File: src/rtl/i2c_req_arbiter.sv
// Round-robin arbiter that shares one I2C master between NUM_REQ requesters,
// serialising one-byte write transactions and returning per-requester responses.
module i2c_req_arbiter #(
    parameter int NUM_REQ = 4,
    parameter int TIMEOUT = 4095
) (
    input  logic                   clk,
    input  logic                   reset,
    input  logic [NUM_REQ-1:0]     req_valid,
    input  logic [7*NUM_REQ-1:0]   req_addr,
    input  logic [8*NUM_REQ-1:0]   req_data,
    output logic [NUM_REQ-1:0]     req_ready,
    output logic                   m_start,
    output logic [6:0]             m_addr,
    output logic [7:0]             m_data,
    input  logic                   m_busy,
    input  logic                   m_done,
    input  logic                   m_nack,
    output logic [NUM_REQ-1:0]     rsp_valid,
    output logic                   rsp_err,
    output logic [2:0]             grant_id,
    output logic                   busy
);

    typedef enum logic [2:0] {
        IDLE, ISSUE, WAIT_BUSY, WAIT_DONE, RESP
    } state_t;

    localparam logic [15:0] TMO = 16'(TIMEOUT);
    localparam logic [2:0]  LAST = 3'(NUM_REQ - 1);

    state_t      state;
    logic [2:0]  ptr;
    logic [15:0] cnt;
    logic [7:0]  valid_ext;
    logic [3:0]  sum;
    logic        found;
    logic [2:0]  winner;
    logic [6:0]  sel_addr;
    logic [7:0]  sel_data;

    function automatic logic [NUM_REQ-1:0] onehot(input logic [2:0] idx);
        logic [NUM_REQ-1:0] v;
        for (int i = 0; i < NUM_REQ; i++) v[i] = (3'(i) == idx);
        return v;
    endfunction

    assign valid_ext = 8'(req_valid);

    // Search starts at ptr and wraps; the first pending requester wins.
    always_comb begin
        found  = 1'b0;
        winner = '0;
        sum    = '0;
        for (int k = 0; k < NUM_REQ; k++) begin
            sum = {1'b0, ptr} + 4'(k);
            if (sum >= 4'(NUM_REQ)) sum = sum - 4'(NUM_REQ);
            if (!found && valid_ext[sum[2:0]]) begin
                found  = 1'b1;
                winner = sum[2:0];
            end
        end
    end

    always_comb begin
        sel_addr = '0;
        sel_data = '0;
        for (int i = 0; i < NUM_REQ; i++) begin
            if (3'(i) == winner) begin
                sel_addr = req_addr[7*i +: 7];
                sel_data = req_data[8*i +: 8];
            end
        end
    end

    assign req_ready = (state == IDLE && found && !reset) ? onehot(winner) : '0;

    always_ff @(posedge clk or posedge reset) begin
        if (reset) begin
            state     <= IDLE;
            ptr       <= '0;
            cnt       <= '0;
            m_start   <= 1'b0;
            m_addr    <= '0;
            m_data    <= '0;
            rsp_valid <= '0;
            rsp_err   <= 1'b0;
            grant_id  <= '0;
            busy      <= 1'b0;
        end else begin
            case (state)
                IDLE: begin
                    if (found) begin
                        m_addr   <= sel_addr;
                        m_data   <= sel_data;
                        grant_id <= winner;
                        m_start  <= 1'b1;
                        busy     <= 1'b1;
                        state    <= ISSUE;
                    end
                end
                ISSUE: begin
                    m_start <= 1'b0;
                    cnt     <= '0;
                    state   <= WAIT_BUSY;
                end
                WAIT_BUSY: begin
                    // A same-cycle done wins over busy so a fast master is not missed.
                    if (m_done) begin
                        rsp_err   <= m_nack;
                        rsp_valid <= onehot(grant_id);
                        state     <= RESP;
                    end else if (m_busy) begin
                        cnt   <= '0;
                        state <= WAIT_DONE;
                    end else if (cnt == TMO) begin
                        rsp_err   <= 1'b1;
                        rsp_valid <= onehot(grant_id);
                        state     <= RESP;
                    end else if (cnt != 16'hFFFF) begin
                        cnt <= cnt + 16'd1;
                    end
                end
                WAIT_DONE: begin
                    if (m_done) begin
                        rsp_err   <= m_nack;
                        rsp_valid <= onehot(grant_id);
                        state     <= RESP;
                    end else if (cnt == TMO) begin
                        rsp_err   <= 1'b1;
                        rsp_valid <= onehot(grant_id);
                        state     <= RESP;
                    end else if (cnt != 16'hFFFF) begin
                        cnt <= cnt + 16'd1;
                    end
                end
                RESP: begin
                    rsp_valid <= '0;
                    rsp_err   <= 1'b0;
                    busy      <= 1'b0;
                    ptr       <= (grant_id == LAST) ? 3'd0 : grant_id + 3'd1;
                    state     <= IDLE;
                end
                default: state <= IDLE;
            endcase
        end
    end

endmodule
File: config.mk
export PLATFORM = sky130hd
export DESIGN_NAME = i2c_req_arbiter
export DESIGN_NICKNAME = d
export VERILOG_FILES = /design/src/rtl/i2c_req_arbiter.sv
export SDC_FILE = /design/constraint.sdc
export NUM_CORES = 1
export LEC_CHECK = 0
export ABC_CLOCK_PERIOD_IN_PS = 7800
export CAP_MARGIN = 20
export CORE_MARGIN = 10
export CORE_UTILIZATION = 35
export DETAILED_ROUTE_END_ITERATION = 8
export PLACE_DENSITY_LB_ADDON = 0.05
export SLEW_MARGIN = 30
export SYNTH_ARGS = -nofsm -noshare
export SYNTH_HDL_FRONTEND = slang
export SYNTH_SLANG_ARGS = --single-unit
File: constraint.sdc
create_clock -name clk -period 7.8 [get_ports clk]
set_input_delay 0.78 -clock clk [delete_from_list [all_inputs] [get_ports clk]]
set_output_delay 0.78 -clock clk [all_outputs]
set_load 0.05 [all_outputs]
==> results of run 1 <==
-- power breakdown --
group | total [µW] | internal, µW | switching, µW
sequential | 394 | 323 | 70.7
combinational | 982 | 420 | 562
clock | 165 | 66.8 | 98.6
-- worst max-delay path, cell delays in order, from the launching register on --
cell             delay (ns)
dfrtp_1                0.67
inv_1                  0.18
ha_1                   0.46
mux4_2                 0.40
and2_1                 0.17
nand4bb_1              0.20
nand3b_2               0.43
nor4_1                 0.43
clkdlybuf4s50_1        0.87
-- path summary, 6_finish.rpt --
path | endpoint | depth (start not counted)
hold reg to reg | busy | 2
min in group asynchronous | m_data[2] | 2
hold / removal | busy | 2
max in group asynchronous | grant_id[1] | 2
setup reg to reg | m_data[7] | 8
setup / recovery | req_ready[1] | 8
-- layer usage --
metal  share of wire (%)  wire length (µm)  track usage [%]
met5                   0                 0                0
met4                0.90                78             3.01
met3                 8.4               724             5.29
met2                  46              3980             21.9
met1                  45              3860             15.6
-- state kept, by name (all words and copies together) (netlist names) --
name and count:
rsp_valid 4, state 3, grant_id 3, ptr 3
m_data 8, rsp_err 1, m_addr 7, cnt 16
m_start 1, busy 1
-- cells by family (layout without fill, tap and decap cells) --
| logic type | count (synthesis) | in the layout |
|---|---|---|
| and+or+nand+nor | 113 | 113 |
| AOI/OAI and AO/OA | 63 | 63 |
| DFF | 47 | 47 |
| muxes | 43 | 43 |
| buffers and inverters | 22 | 112 |
| xor gates and xnor gates | 9 | 9 |
| adders and majority gates | 7 | 7 |
-- per-stage QoR --
step                hold slack (ns)  util [%]  total power, µW
floorplan                     0.481         -             1140
detailed placement            0.479      47.6             1390
global route                  0.542      48.7             1650
global placement              0.493      47.6             1390
CTS                           0.501      48.7             1560
finish                        0.512      48.7             1540
-- area by class of cell --
| type | instances | area [µm²] | area share [%] |
|---|---|---|---|
| multi-input cells | 235 | 1820 | 43.1 |
| flip-flops and latches | 47 | 1180 | 27.8 |
| repair buffers | 97 | 971 | 23.0 |
| well taps | 108 | 135 | 3.19 |
| clock buffers | 5 | 68.8 | 1.63 |
| inverters | 7 | 28.8 | 0.680 |
| clock inverters | 3 | 26.3 | 0.621 |
-- cell usage after synthesis (4+ instances only) --
cell type | number | area [µm²]
ha_1 | 7 | 87.6
nand2b_1 | 8 | 50.1
xnor2_1 | 5 | 43.8
nor3_1 | 8 | 40.0
dfrtp_1 | 47 | 1180
nor4_1 | 5 | 31.3
nand2_1 | 16 | 60.1
nand3_1 | 8 | 40.0
mux2_2 | 17 | 191
or3_1 | 4 | 25.0
xor2_1 | 4 | 35.0
a21oi_1 | 20 | 100
and2_1 | 20 | 125
o21ai_0 | 9 | 45.0
nand3b_1 | 4 | 30.0
mux2_4 | 13 | 195
a221o_1 | 17 | 170
nor2_1 | 21 | 78.8
inv_1 | 7 | 26.3
mux2_1 | 8 | 90.1
clkbuf_1 | 8 | 30.0
==> metrics.md, run 1 <==
| Metric | Value |
|---|---|
| Status | completed |
| Wire per inst | 17.2 µm |
| Clock tree root driver cell | clkbuf_8 |
| First-pass GRT wire length | 14000 µm |
| Placed inst area | 0.00414 mm² |
| Min cycle time layout | 4.90 ns |
| CTS tree | built |
| Total track usage | 13.2% |
| Post-route cell area | 0.00423 mm² |
| Die area | 0.0131 mm² |
| Mux cell area share after synthesis | 17.8% |
| Clock skew | 0.0139 ns |
| Final worst path period share | 62.9% |
| Static leakage power | 0.00171 µW |
| Via count | 2662 |
| Most common cell after layout, fill and taps aside | clkdlybuf4s50_1 |
| Hold Path Class | flip-flop to flip-flop |
| # clock sinks | 47 |
| Die Y | 114 µm |
| Fmax | 204 MHz |
| Crit Path Category | flip-flop to primary output |
| Critical Path End Type | primary output |
| RD Place Congestion | 0.787 |
| Avg Vias per Cell | 5.30 |
| Synth warn | 0 |
| Die X | 114 µm |
| Max_cap viols | 0 |
| Hold_sp | busy |
| Req. time, crit path | 7.02 ns |
| Area grow syn2layout | 35.9% |
| DP Worst Slack | 3.21 ns |
| Port Buffers | 97 |
| Number of global-route vias before repair | 2780 |
| Total CTS buffers | 5 |
| Layout cells sized above 1 | 11.9% |
| DR iter-0 viols | 76 |
| VDD IR max | 0.138 mV |
| Avg Cell Area, Syn | 10.2 µm² |
| I/O pins | 98 |
| Post-CTS setup buffers | 0 |
| Register bit total from synthesis | 47 |
| Synthesized instance count | 304 |
| Worst setup SP type | flip-flop |
| Cell Rows | 34 |
| Simple-gate share of the synthesized area | 20.2% |
| Post-CTS Resized | 0 |
| Filler cell count | 846 |
| GR Overflow Total | 0 |
| Post-synthesis adder-cell area fraction | 2.81% |
| Post-cts hold buffer count | 0 |
| Setup violators final | 0 |
| EDFF count, synth | 0 |
| Post-synthesis compound-gate area fraction | 15.2% |
| Core area | 0.00868 mm² |
| Power per cell area | 364 mW/mm² |
| Largest family of logic cells by synthesized area | simple AND/OR/NAND/NOR gates |
| Worst-path maximum fanout | 26 |
| Post-DP HPWL | 6600 µm |
| Slew margin rel. | 42.0% |
| H-tree Lvls | 2 |
| Post-synthesis sequential area ratio | 37.8% |
| R2R Setup Slk | 4.17 ns |
| Post-DRT Antenna Nets | 0 |
| Slew of the pin with the lowest slew margin | 0.867 ns |
| Cells after DPL | 494 |
| Non-Filler Instances | 502 |
| Library cells used by synthesis | 51 |
| Final net count | 469 |
| CP startpoint | ptr[0] |
| RSZ-0062 raised after global routing | false |
| Xor/xnor cell area share of the yosys netlist | 2.53% |
| Final WL | 8650 µm |
| Post-synthesis cell area | 0.00311 mm² |
| Most frequent cells in the layout | clkdlybuf4s50_1 (97), dfrtp_1 (47), nor2_1 (21) |
| Number of buffers on the longest clock path | 2 |
| Pre-antenna DRT Iters | 4 |
| Synth Flop Type | dfrtp_1 |
| Reg2Reg Launch Point | ptr[0] |
| Asr flop ratio synth | 100% |
| Final WS setup | 2.90 ns |
| Number of remaining DRC errors | 0 |
| Largest net degree at the start of global routing | 48 |
| Final Hold Vio Count | 0 |
| Slew Limit Fails | 0 |
| CP arrival | 4.12 ns |
| Worst-Skew Late Latency | 0.32 ns |
| Clk slew on worst S/H paths | 0.09 ns |
| Initial antenna violation count | 0 |
| Initial Utilization | 35.9% |
| Setup TNS | 0 ns |
| N_diodes | 0 |
| Mapped Nets | 380 |
Note: power is estimated with default switching activity, not from simulation.
==> run 2: changes to the inputs <==
- ABC_CLOCK_PERIOD_IN_PS: 7800 -> 4550
- clock period: 7.8 -> 4.55 ns (I/O delays scaled with it)
==> run 2 against run 1 <==
  * Clock power grew 98%
  * Via count shrank 1.4%
  * Die area is the same
  * Sequential share of layout area shrank 0.36 points
  * Utilization grew 0.63 points
  * Routed wire length shrank 0.34%
  * Combinational power grew 75%
  * Sequential power grew 68%
  * Sequential cell count is the same
  * Design area grew 1.3%
  * First-iteration DRC count grew 51%
  * Total power grew 75%
  * Critical endpoint is now req_ready[3]
  * Largest power group unchanged
  * Highest routed layer unchanged
==> metrics.md, run 2 (same netlist as run 1, synthesis figures left out) <==
| Metric | Value |
|---|---|
| CP arrival | 3.82 ns (-0.30 ns) |
| Setup TNS | 0 ns (unchanged) |
| Largest regs | cnt x16, m_data x8, m_addr x7 |
| Setup violators final | 0 (unchanged) |
| Post-CTS setup buffers | 0 (unchanged) |
| Worst-Skew Late Latency | 0.30 ns (-0.02 ns) |
| Crit-path leading delay family | buffers and inverters |
| Number of global-route vias before repair | 2865 (+3.1%) |
| Clock tree root driver cell | clkbuf_8 |
| Initial antenna violation count | 0 (unchanged) |
| Placed inst area | 0.00417 mm² (+0.73%) |
| I/O pins | 98 (unchanged) |
| Final net count | 473 (+0.85%) |
| Cell Rows | 34 (unchanged) |
| Crit Path Category | flip-flop to primary output |
| Post-CTS Resized | 0 (unchanged) |
| Most frequent cells in the layout | clkdlybuf4s50_1 (96), dfrtp_1 (47), nor2_1 (21) |
| Total CTS buffers | 5 (unchanged) |
| Port Buffers | 97 (unchanged) |
| First-pass GRT wire length | 14400 µm (+2.4%) |
| Hold Path Class | flip-flop to flip-flop |
| Number of remaining DRC errors | 0 (unchanged) |
| CTS tree | built |
| Req. time, crit path | 4.09 ns (-2.93 ns) |
| DR iter-0 viols | 115 (+51%) |
| Worst-path cell chain | inv_1 > ha_1 > mux4_2 > and2_1 > a2111oi_2 > nor2b_1 > nor4_1 > clkdlybuf4s50_1 |
| CP max-delay cell | clkdlybuf4s50_1 |
| Power after layout | 2700 µW (+75%) |
| Fmax | 234 MHz |
| Post-DP HPWL | 6590 µm (-0.18%) |
| Layout cells sized above 1 | 12.8% (+0.89 points) |
| Core area | 0.00868 mm² (unchanged) |
| RSZ-0062 raised after global routing | false |
| # clock sinks | 47 (unchanged) |
| Max_cap viols | 0 (unchanged) |
| Die X | 114 µm (unchanged) |
| Worst Path Buf+Inv | 2 (unchanged) |
| Worst setup SP type | flip-flop |
| Post-route cell area | 0.00429 mm² (+1.3%) |
| Largest Register | cnt |
| Power per cell area | 631 mW/mm² (+73%) |
| VDD IR max | 0.250 mV (+81%) |
| Slew Limit Fails | 0 (unchanged) |
| Die area | 0.0131 mm² (unchanged) |
| Max reg flops | 16 (unchanged) |
| Clk slew on worst S/H paths | 0.09 ns (about the same) |
| Static leakage power | 0.00176 µW (+2.9%) |
| Area grow syn2layout | 37.7% |
| Wire per inst | 17.0 µm (-1.1%) |
| Slowest stage delay, CP | 0.86 ns (about the same) |
| Min cycle time layout | 4.27 ns |
| Clock skew | 0.00357 ns (-0.0104 ns) |
| Via count | 2626 (-1.4%) |
| Post-DRT Antenna Nets | 0 (unchanged) |
| Total track usage | 13.4% (+0.22 points) |
| Pre-antenna DRT Iters | 4 (unchanged) |
| Final worst path period share | 93.9% |
| Final Hold Vio Count | 0 (unchanged) |
| Critical Path End Type | primary output |
| Status | completed |
| RD Place Congestion | 0.755 (-4.1%) |
| Worst-path maximum fanout | 8 (-69%) |
| Largest net degree at the start of global routing | 48 (unchanged) |
| Filler cell count | 837 (-1.1%) |
| Avg Vias per Cell | 5.19 (-2.1%) |
| Die Y | 114 µm (unchanged) |
| H-tree Lvls | 2 (unchanged) |
| Number of buffers on the longest clock path | 2 (unchanged) |
| N_diodes | 0 (unchanged) |
| Slew of the pin with the lowest slew margin | 0.766 ns (-0.101 ns) |
| Most common cell after layout, fill and taps aside | clkdlybuf4s50_1 |
| Post-cts hold buffer count | 0 (unchanged) |
| Slew margin rel. | 48.7% (+6.7 points) |
| Final WL | 8620 µm (-0.34%) |
| Initial Utilization | 35.9% (unchanged) |
| GR Overflow Total | 0 (unchanged) |
-- run 2: changes by cell type in the layout (fill, tap and decap cells not counted), sizes merged --
cell and change:
clkbuf +1, clkdlybuf4s50 -1, inv -3, clkinv +1
bufinv +1, dlymetal6s2s +1, buf +4
-- run 2: layout make-up --
class | instances | area [µm²] | share of cell area, %
multi-input combinational | 235 | 1820 | 42.6
clock buffer | 6 | 82.6 | 1.93
tap | 108 | 135 | 3.15
sequential | 47 | 1180 | 27.4
inverter | 7 | 28.8 | 0.672
clock inverter | 2 | 35.0 | 0.818
timing repair buffer | 101 | 1000 | 23.4
-- run 2: worst paths after layout --
check / startpoint / to / slack (ns) / cells past startpoint
worst max-delay path: ptr[1] / req_ready[3] / 0.28 / 8
worst min-delay path: busy / busy / 0.49 / 2
worst max register to register: ptr[1] / m_data[7] / 1.17 / 9
worst min register to register: busy / busy / 0.49 / 2
max in group asynchronous: reset / cnt[5] / 3.45 / 2
min in group asynchronous: reset / m_addr[4] / 0.69 / 2
-- run 2: worst reg2reg max path: stages (launching register included) --
cell	delay [ns]
dfrtp_1	0.50
inv_1	0.17
ha_1	0.52
mux4_2	0.56
and2_1	0.19
nand4bb_1	0.27
nand3b_2	0.19
buf_4	0.28
nor2_2	0.20
a221o_1	0.38
-- run 2: through the flow --
step	setup slack, ns	hold WS, ns	utilization, %	instances
floorplan	0.348	0.481	-	304
global placement	0.689	0.480	48.0	498
detailed placement	0.622	0.480	48.0	498
CTS	0.270	0.502	49.4	506
global route	0.0222	0.564	49.4	506
finish	0.276	0.490	49.4	506
-- run 2: per-layer routing --
metal	track usage (%)	vias to the layer above	routed length (µm)	part of all wire, %
met5	0	-	0	0
met4	2.76	0	53	0.62
met3	5.77	6	736	8.5
met2	22.2	68	4080	47
met1	15.8	1247	3750	44
li1	-	1305	-	-
-- run 2: report_power, final --
part           switching (µW)  leakage [µW]  total [µW]  internal [µW]
clock                     148     0.0000612         326            178
sequential                108      0.000606         662            554
combinational             978       0.00109        1720            738
==> run 3: changes to the inputs <==
- ABC_CLOCK_PERIOD_IN_PS: 4550 -> 4260
- CORE_ASPECT_RATIO: not set -> 1.75
- CORE_MARGIN: 10 -> 2
- clock period: 4.55 -> 4.26 ns (I/O delays scaled with it)
==> run 3 against run 2 <==
  * Design area hardly changed
  * Cell count is 1.2% higher
  * Largest power group unchanged
  * Register-to-register slack worse by 0.51 ns
  * Via count is 1.4% higher
  * Sequential cell count stayed put
==> metrics.md, run 3 (same netlist as run 1, synthesis figures left out) <==
| Metric | Value |
|---|---|
| Layout cells sized above 1 | 12.7% (-0.16 points) |
| R2R Setup Slk | 0.66 ns (-0.51 ns) |
| Fmax | 258 MHz |
| GRT Max-Usage Layer | met2 |
| Gate power share | 61.7% (-1.8 points) |
| CP arrival | 3.46 ns (-0.36 ns) |
| DR iter-0 viols | 95 (-17%) |
| Post-DP HPWL | 5720 µm (-13%) |
| Clock tree root driver cell | clkbuf_16 |
| Port Buffers | 97 (unchanged) |
| Status | completed |
| Final net count | 470 (-0.63%) |
| Filler cell count | 864 (+3.2%) |
| GR Overflow Total | 0 (unchanged) |
| RSZ-0062 raised after global routing | false |
| Final WL | 7550 µm (-12%) |
| Slew of the pin with the lowest slew margin | 0.782 ns (+0.0153 ns) |
| Max_cap viols | 0 (unchanged) |
| Number of buffers on the longest clock path | 2 (unchanged) |
| Critical Path End Type | primary output |
| Reg2Reg Launch Point | ptr[0] |
| Clk slew on worst S/H paths | 0.06 ns (-0.03 ns) |
| Die X | 75.3 µm (-34%) |
| Area grow syn2layout | 37.5% (about the same) |
| Reg-to-Reg End | m_data[7] |
| Max reg flops | 16 (unchanged) |
| Die Y | 129 µm (+13%) |
| Final Hold Vio Count | 0 (unchanged) |
| Total CTS buffers | 5 (unchanged) |
| Post-DRT Antenna Nets | 0 (unchanged) |
| Sequential share of power | 25.2% (+0.7 points) |
| N_diodes | 0 (unchanged) |
| Power per cell area | 673 mW/mm² (+6.7%) |
| Crit Path Category | flip-flop to primary output |
| Final worst path period share | 91.2% |
| I/O pins | 98 (unchanged) |
| Initial Utilization | 35.9% (about the same) |
| P_sw | 1300 µW (+5.6%) |
| Largest net degree at the start of global routing | 48 (unchanged) |
| H-tree Lvls | 2 (unchanged) |
| Static leakage power | 0.00174 µW (-1.0%) |
| GRT met2 Usage | 28.8% (+6.6 points) |
| Setup TNS | 0 ns (unchanged) |
| Largest regs | cnt x16, m_data x8, m_addr x7 |
| Wire per inst | 14.7 µm (-13%) |
| Power Internal | 1580 µW (+7.3%) |
| Power after layout | 2880 µW (+6.6%) |
| Req. time, crit path | 3.83 ns (-0.26 ns) |
| Die area | 0.00969 mm² (-26%) |
| Most common cell after layout, fill and taps aside | clkdlybuf4s50_1 |
| Worst-Skew Late Latency | 0.28 ns (-0.02 ns) |
| Post-CTS setup buffers | 0 (unchanged) |
| Clock skew | 0.00730 ns (+0.00373 ns) |
| # clock sinks | 47 (unchanged) |
| CTS tree | built |
| Post-cts hold buffer count | 0 (unchanged) |
| Hold Path Class | flip-flop to flip-flop |
| Hold slack | 0.501 ns (+0.0113 ns) |
| Worst-path maximum fanout | 26 (+18) |
| Min cycle time layout | 3.88 ns |
| Core area | 0.00867 mm² (about the same) |
| Cell Rows | 45 (+32%) |
| Largest Register | cnt |
| RD Place Congestion | 0.802 (+6.3%) |
| Via count | 2662 (+1.4%) |
| First-pass GRT wire length | 12900 µm (-10%) |
| Number of remaining DRC errors | 0 (unchanged) |
| VDD IR max | 0.352 mV (+41%) |
| GR Util met3 | 4.15% (-1.6 points) |
| Avg Vias per Cell | 5.20 (+0.18%) |
| Most frequent cells in the layout | clkdlybuf4s50_1 (93), dfrtp_1 (47), nor2_1 (21) |
| Net Sw Frac | 45.2% (-0.40 points) |
| Pre-antenna DRT Iters | 4 (unchanged) |
| Post-CTS Resized | 0 (unchanged) |
| Number of global-route vias before repair | 2734 (-4.6%) |
| Slew Limit Fails | 0 (unchanged) |
| Clock power share | 13.0% (+0.9 points) |
| CP endpoint | req_ready[0] |
| Worst setup SP type | flip-flop |
| CP startpoint | ptr[0] |
| Slew margin rel. | 47.7% (-1.0 points) |
| Initial antenna violation count | 0 (unchanged) |
| Cells on worst reg2reg path | 8 (-1) |
| Setup violators final | 0 (unchanged) |
| GR Util met1 | 20.7% (+4.9 points) |
| Total track usage | 16.9% (+3.4 points) |
==> run 3: cell count changes in the layout (fill, tap and decap cells not counted), sizes merged <==
cell / delta
bufinv: -1
clkdlybuf4s50: -3
dlymetal6s2s: -1
clkbuf: +1
buf: +1
==> run 3: critical path: stages (launching register included) <==
cell and delay [ns]:
dfrtp_1 0.66, inv_1 0.18, ha_1 0.46, mux4_2 0.39
and2_1 0.16, nand4bb_1 0.19, nand3b_2 0.44, nor4_1 0.42
buf_4 0.25
==> run 3: through the flow <==
step | utilization [%] | std cells | setup WS, ns | cell area (µm²)
floorplan | - | 304 | 0.0869 | 3110
global placement | 47.8 | 504 | 0.781 | 4140
global route | 49.4 | 512 | 0.103 | 4280
finish | 49.4 | 512 | 0.377 | 4280
detailed placement | 47.8 | 504 | 0.620 | 4140
CTS | 49.4 | 512 | 0.340 | 4280
==> run 3: worst min path at each step <==
| stage | from | cells after the start | end | slack (ns) |
|---|---|---|---|---|
| after global routing | busy | 2 | busy | 0.54 |
| after detailed placement | busy | 2 | busy | 0.50 |
| after floorplan | ptr[2] | 2 | ptr[2] | 0.48 |
| after global placement | busy | 2 | busy | 0.50 |
| after CTS | busy | 2 | busy | 0.51 |
| final | busy | 2 | busy | 0.50 |
==> run 3: power by group through the flow <==
stage               Combinational [µW]  Sequential (µW)  Clock, µW
floorplan                         1030             1050          0
global placement                  1800              727          0
detailed placement                1810              729          0
CTS                               1810              729        390
global route                      1930              752        415
finish                            1780              727        376
==> run 3: area by class of cell <==
class,count,area [µm²],share of cell area (%)
repair buffers,98,968,22.6
multi-input cells,235,1820,42.6
clock buffers,7,133,3.10
flip-flops and latches,47,1180,27.5
well taps,117,146,3.42
inverters,7,28.8,0.672
clock inverters,1,5.00,0.117
==> run 3: metal layers <==
metal | up-vias | part of all wire [%] | wire (µm)
met2 | 74 | 52 | 3920
met4 | 0 | 1.4 | 106
li1 | 1309 | - | -
met3 | 8 | 5.9 | 446
met1 | 1271 | 41 | 3070
met5 | - | 0 | 0
